<file path="src/rtl/fetch_queue.sv">
// Instruction fetch queue: keeps at most one code-memory request in flight and
// buffers the returned words as {pc, inst} entries for decode, with redirect flush.
module fetch_queue #(
   parameter int          DEPTH    = 4,
   parameter logic [31:0] RESET_PC = 32'h0,
   parameter int          PC_INCR  = 4
) (
   input  logic                   clk,
   input  logic                   reset,
   output logic                   mem_req,
   output logic [31:0]            mem_addr,
   input  logic                   mem_ready,
   input  logic [31:0]            mem_data,
   output logic                   inst_valid,
   output logic [31:0]            inst_out,
   output logic [31:0]            pc_out,
   input  logic                   inst_ready,
   input  logic                   redirect,
   input  logic [31:0]            redirect_pc,
   output logic [$clog2(DEPTH):0] queue_count
);
   localparam int                 PTR_W    = $clog2(DEPTH);
   localparam int                 CNT_W    = PTR_W + 1;
   localparam logic [CNT_W-1:0]   FULL_CNT = CNT_W'(DEPTH);
   localparam logic [CNT_W-1:0]   CNT_ONE  = CNT_W'(1);
   localparam logic [PTR_W-1:0]   PTR_ONE  = PTR_W'(1);
   localparam logic [31:0]        INCR     = 32'(PC_INCR);

   typedef enum logic [1:0] {
      ST_FETCH   = 2'd0,
      ST_FULL    = 2'd1,
      ST_DISCARD = 2'd2
   } state_t;

   state_t           state_r, state_next_s;
   logic [31:0]      fetch_pc_r, fetch_pc_next_s;
   logic [31:0]      addr_r, addr_next_s;
   logic [31:0]      target_s;
   logic [PTR_W-1:0] head_r, tail_r, head_next_s, tail_next_s;
   logic [CNT_W-1:0] count_r, count_next_s;
   logic [31:0]      pc_mem_r   [DEPTH];
   logic [31:0]      inst_mem_r [DEPTH];
   logic [31:0]      pc_out_r, inst_out_r;
   logic [31:0]      pc_head_next_s, inst_head_next_s;
   logic             req_s, accept_s, push_s, pop_s;

   // Handshake qualification; a redirect kills both the push and the pop of its cycle.
   always_comb begin
      req_s    = (~reset) & (state_r != ST_FULL);
      accept_s = req_s & mem_ready;
      push_s   = accept_s & (state_r == ST_FETCH) & (~redirect);
      pop_s    = (count_r != '0) & inst_ready & (~redirect);
      target_s = redirect_pc & 32'hFFFF_FFFC;
   end

   // Occupancy/pointer next values and the entry that will be at the head next cycle.
   always_comb begin
      count_next_s     = count_r;
      head_next_s      = head_r;
      tail_next_s      = tail_r;
      pc_head_next_s   = pc_out_r;
      inst_head_next_s = inst_out_r;
      if (redirect) begin
         count_next_s = '0;
         head_next_s  = '0;
         tail_next_s  = '0;
      end else begin
         if (push_s) tail_next_s = tail_r + PTR_ONE;
         else        tail_next_s = tail_r;
         if (pop_s)  head_next_s = head_r + PTR_ONE;
         else        head_next_s = head_r;
         if (push_s && !pop_s)      count_next_s = count_r + CNT_ONE;
         else if (pop_s && !push_s) count_next_s = count_r - CNT_ONE;
         else                       count_next_s = count_r;
      end
      // The slot being written this cycle can itself become the head (empty queue, or pop of the last entry).
      if (push_s && (tail_r == head_next_s)) begin
         pc_head_next_s   = addr_r;
         inst_head_next_s = mem_data;
      end else begin
         pc_head_next_s   = pc_mem_r[head_next_s];
         inst_head_next_s = inst_mem_r[head_next_s];
      end
   end

   // Fetch sequencing: request address, next sequential pc, and stale-response discard.
   always_comb begin
      state_next_s    = state_r;
      fetch_pc_next_s = fetch_pc_r;
      addr_next_s     = addr_r;
      case (state_r)
         ST_FETCH: begin
            if (redirect) begin
               fetch_pc_next_s = target_s;
               if (accept_s) begin
                  addr_next_s  = target_s;
                  state_next_s = ST_FETCH;
               end else begin
                  state_next_s = ST_DISCARD;
               end
            end else if (accept_s) begin
               fetch_pc_next_s = addr_r + INCR;
               addr_next_s     = addr_r + INCR;
               if (count_next_s == FULL_CNT) state_next_s = ST_FULL;
               else                          state_next_s = ST_FETCH;
            end else begin
               state_next_s = ST_FETCH;
            end
         end
         ST_FULL: begin
            if (redirect) begin
               fetch_pc_next_s = target_s;
               addr_next_s     = target_s;
               state_next_s    = ST_FETCH;
            end else if (count_next_s != FULL_CNT) begin
               state_next_s = ST_FETCH;
            end else begin
               state_next_s = ST_FULL;
            end
         end
         ST_DISCARD: begin
            if (redirect) fetch_pc_next_s = target_s;
            else          fetch_pc_next_s = fetch_pc_r;
            if (accept_s) begin
               addr_next_s  = fetch_pc_next_s;
               state_next_s = ST_FETCH;
            end else begin
               state_next_s = ST_DISCARD;
            end
         end
         default: begin
            state_next_s    = ST_FETCH;
            fetch_pc_next_s = fetch_pc_r;
            addr_next_s     = fetch_pc_r;
         end
      endcase
   end

   // Control state, pointers and registered head outputs.
   always_ff @(posedge clk) begin
      if (reset) begin
         state_r    <= ST_FETCH;
         fetch_pc_r <= RESET_PC;
         addr_r     <= RESET_PC;
         head_r     <= '0;
         tail_r     <= '0;
         count_r    <= '0;
         pc_out_r   <= 32'h0;
         inst_out_r <= 32'h0;
      end else begin
         state_r    <= state_next_s;
         fetch_pc_r <= fetch_pc_next_s;
         addr_r     <= addr_next_s;
         head_r     <= head_next_s;
         tail_r     <= tail_next_s;
         count_r    <= count_next_s;
         pc_out_r   <= pc_head_next_s;
         inst_out_r <= inst_head_next_s;
      end
   end

   // Entry storage; contents are only observed through the head registers, so no reset is needed.
   always_ff @(posedge clk) begin
      if (push_s) begin
         pc_mem_r[tail_r]   <= addr_r;
         inst_mem_r[tail_r] <= mem_data;
      end
   end

   assign mem_req     = req_s;
   assign mem_addr    = addr_r;
   assign inst_valid  = (count_r != '0);
   assign inst_out    = inst_out_r;
   assign pc_out      = pc_out_r;
   assign queue_count = count_r;

   no_overflow_a: assert property (@(posedge clk) disable iff (reset) !(push_s && (count_r == FULL_CNT)));

endmodule

</file>
<file path="config.mk">
export PLATFORM = sky130hd
export DESIGN_NAME = fetch_queue
export DESIGN_NICKNAME = d
export VERILOG_FILES = /design/src/rtl/fetch_queue.sv
export SDC_FILE = /design/constraint.sdc
export NUM_CORES = 1
export LEC_CHECK = 0
export BUFFER_PORTS_ARGS = -buffer_cell sky130_fd_sc_hd__buf_2
export CORE_MARGIN = 5
export CORE_UTILIZATION = 64
export CTS_CLUSTER_SIZE = 24
export DETAILED_ROUTE_END_ITERATION = 8
export PLACE_DENSITY = 0.85
export SLEW_MARGIN = 30
export SYNTH_ARGS = -nofsm -noshare
export SYNTH_HDL_FRONTEND = slang
export SYNTH_SLANG_ARGS = --single-unit
</file>
<file path="constraint.sdc">
create_clock -name clk -period 9 [get_ports clk]
set_input_delay 0.9 -clock clk [delete_from_list [all_inputs] [get_ports clk]]
set_output_delay 0.9 -clock clk [all_outputs]
set_load 0.1 [all_outputs]
</file>
==> impl_metrics.py <==
metrics = {
    "drt": {
        "drc": 0,
        "vias_per_cell": 6.735,
        "vias": 13050,
        "drtIter0Drc": 1834,
        "drt-met1-wl_um": 17900,
        "dr_wl_met3_um": 5074,
        "wire_per_inst_um": 23.95,
        "dr.max_layer_used": "met5",
        "ant_nets": 0,
        "drtPass1Iterations": 5,
        "finalWirelength_um": 46420,
        "met2WireLength_um": 21530,
    },
    "logic_synthesis": {
        "synth-edff-count": 256,
        "synth_xor_area_share_pct": 1.374,
        "synth-simple-area-share_pct": 8.244,
        "synth_top_area_share_pct": 44.66,
        "syn_nets": 1525,
        "yosys_warnings": 0,
        "synth_largest_area_cell": "edfxtp_1",
        "yosys-top-cells-count": "256 x edfxtp_1, 137 x dfxtp_1, 123 x nand2_1",
        "dominantRegCellSynth": "edfxtp_1",
        "seq_area_frac_synth_pct": 60.60,
        "syn_area_per_cell_um2": 11.92,
        "synthMuxAreaShare_pct": 8.934,
        "synth_cell_types": 73,
        "synth_compound_area_share_pct": 15.41,
        "synth_area_um2": 17210,
        "synth_fa_ha_area_share_pct": 0.8723,
        "async_flop_share_pct": 0,
        "synth_area_leaders": "edfxtp_1 45%, dfxtp_1 16%, mux2_2 5.0%, mux2i_1 3.9%, o221ai_1 3.5%",
        "synth_top_family_by_area": "compound AO/OA/AOI/OAI gates",
        "ys_ff_latch": 393,
        "syn_inst": 1444,
        "synth_most_common_cell": "edfxtp_1",
    },
    "clocking": {
        "hold_buffers": 0,
        "clk_pin_slew_worst_paths_ns": 0.06,
        "cts_num_sinks": 393,
        "cts_buffers": 39,
        "cts_tree": "yes",
        "htree_levels": 2,
        "clk_latency_ns": 0.53,
        "clockBufferDepth": 3,
        "cts_resized": 0,
        "cts_root_buffer": "clkbuf_16",
        "post-cts-setup-buffers": 0,
    },
    "pwr": {
        "power_uw": 4109,
        "ir_drop_uv": 109.7,
        "leakage_uw": 0.007069,
        "powerDensity_nw_per_um2": 210.5,
    },
    "global_routing": {
        "grt_pass1_vias": 12820,
        "grt.overflow.total": 0,
        "grt_pass1_wl_um": 71850,
        "antenna_found_initial": 5,
        "grt_max_degree": 66,
        "track_usage_pct": 29.66,
    },
    "timing": {
        "drv_slew": 0,
        "fin_crit_sh_pct": 43.18,
        "grt_setup_unrepaired": "false",
        "tightest_slew_ns": 1.008,
        "min_period_ns": 3.886,
        "fin_tns_setup_ns": 0,
        "skew_ns": 0.02335,
        "finalSetupViolCount": 0,
        "max-slew-margin-rel_pct": 32.81,
        "finalWorstSetupSlack_ns": 5.114,
        "timing.fmax_ghz": 0.2573,
        "finalHoldViolCount": 0,
    },
    "worst_setup_path": {
        "crit_buf_inv": 2,
        "worstPathArrival_ns": 4.33,
        "crit_chain": "inv_1 > ha_1 > nand4bb_1 > nor2_1 > and4b_4 > buf_4 > mux2i_1",
        "cpMaxStageDelayCell": "ha_1",
        "worst_setup_path_end_kind": "flop",
        "critPathTopFamily": "simple AND/OR/NAND/NOR gates",
        "reg2reg_slack_ns": 5.11,
        "path_max_fanout": 39,
        "crit_path_start_kind": "flop",
        "crit_type": "flop to flop",
        "critPathRequiredTime_ns": 9.44,
        "max_stage_delay_ns": 0.76,
    },
    "layout": {
        "fin_area_um2": 19520,
        "fillCellCount": 1796,
        "finish.utilization_pct": 73.02,
        "drive_gt1_share_pct": 21.73,
        "ff_latch_area_um2": 10430,
        "fin_nets": 1643,
        "multi_input_area_um2": 6062,
        "synthToLayoutAreaGrowth_pct": 13.39,
    },
    "floorplanning": {
        "start_util_pct": 64.40,
        "rows": 60,
        "die_area_um2": 30270,
        "core_um2": 26730,
        "fp.dieW_um": 174.0,
        "io_pins": 170,
        "die_height_um": 174.0,
    },
    "place": {
        "place_area_um2": 18280,
        "globalplace.congestion": 0.9571,
        "dp_slack_ns": 5.090,
        "hpwl_um": 26110,
        "io_buffers": 167,
    },
    "flow_run": {
        "cap_viol_max_count": 0,
    },
    "run_status": {
        "status": "finished clean",
    },
    "min_path": {
        "hold_path_class": "flop to flop",
    },
}
path summary, 6_finish.rpt:
kind | startpoint | endpoint | cells after the start
setup reg to reg | state_r[0] | inst_out[8] | 7
hold reg to reg | fetch_pc_r[10] | fetch_pc_r[10] | 2
hold / removal | fetch_pc_r[10] | fetch_pc_r[10] | 2
setup / recovery | state_r[0] | inst_out[8] | 7
where the power goes:
part | total, uW | internal [uW] | leakage (uW) | switching, uW
Clock | 1540 | 865 | 0.000584 | 670
Combinational | 539 | 121 | 0.00304 | 418
Sequential | 2030 | 1980 | 0.00344 | 56.9
state kept, by name, summed over array words and instances (netlist names):
| name | cells |
|---|---|
| pc_out | 32 |
| tail_r | 2 |
| mem_addr | 32 |
| state_r | 2 |
| inst_out | 32 |
| queue_count | 3 |
| fetch_pc_r | 32 |
| head_r | 2 |
| pc_mem_r | 128 |
| inst_mem_r | 128 |
stage by stage:
step	hold slack (ns)	std cells
after CTS	0.5025	1932
after global routing	0.5314	1937
final	0.5031	1938
after detailed placement	0.4925	1861
after global placement	0.4776	1861
after floorplan	0.4577	1444
cell usage in the layout (no fill, tap or decap), drive strengths merged, types with 10 or more instances in the layout:
| cell type | instances |
|---|---|
| a22oi | 10 |
| nand3 | 23 |
| o22ai | 13 |
| o21ai | 54 |
| inv | 88 |
| dfxtp | 137 |
| a31oi | 73 |
| nand2b | 13 |
| nor4 | 14 |
| a221oi | 35 |
| mux2 | 77 |
| xor2 | 15 |
| nor3 | 20 |
| nand4 | 10 |
| edfxtp | 256 |
| a211oi | 13 |
| clkbuf | 53 |
| ha | 12 |
| nand2 | 123 |
| xnor2 | 12 |
| buf | 192 |
| nor2 | 57 |
| clkinv | 17 |
| a21oi | 32 |
| mux2i | 67 |
| o221ai | 68 |
worst reg2reg max path: cells and delay by family (launching register included):
| kind | cells | cell delay [ns] |
|---|---|---|
| and+or+nand+nor | 3 | 1.59 |
| adders and majority gates | 1 | 0.76 |
| DFF | 1 | 0.33 |
| buffers and inverters | 2 | 0.80 |
| muxes | 1 | 0.33 |
final cells by class:
cell class | count | area share, %
Timing Repair Buffer | 192 | 5.398
Antenna cell | 5 | 0.06411
Tap cell | 341 | 2.186
Clock inverter | 18 | 0.6347
Inverter | 89 | 1.712
Clock buffer | 53 | 5.481
Multi-Input combinational cell | 847 | 31.06
Sequential cell | 393 | 53.46
logic make-up after synthesis:
family | count (synthesis)
and+or+nand+nor | 297
xor gates and xnor gates | 27
DFF | 393
muxes | 144
AOI/OAI and AO/OA | 367
buffers and inverters | 204
adders and majority gates | 12
metal layers:
layer | GRT usage [%] | vias to the layer above
met1 | 40.26 | 6247
met3 | 6.394 | 147
met5 | 0 | -
met2 | 47.18 | 890
met4 | 11.78 | 2
li1 | - | 5767
No activity file was read; power rests on OpenSTA's default activity.
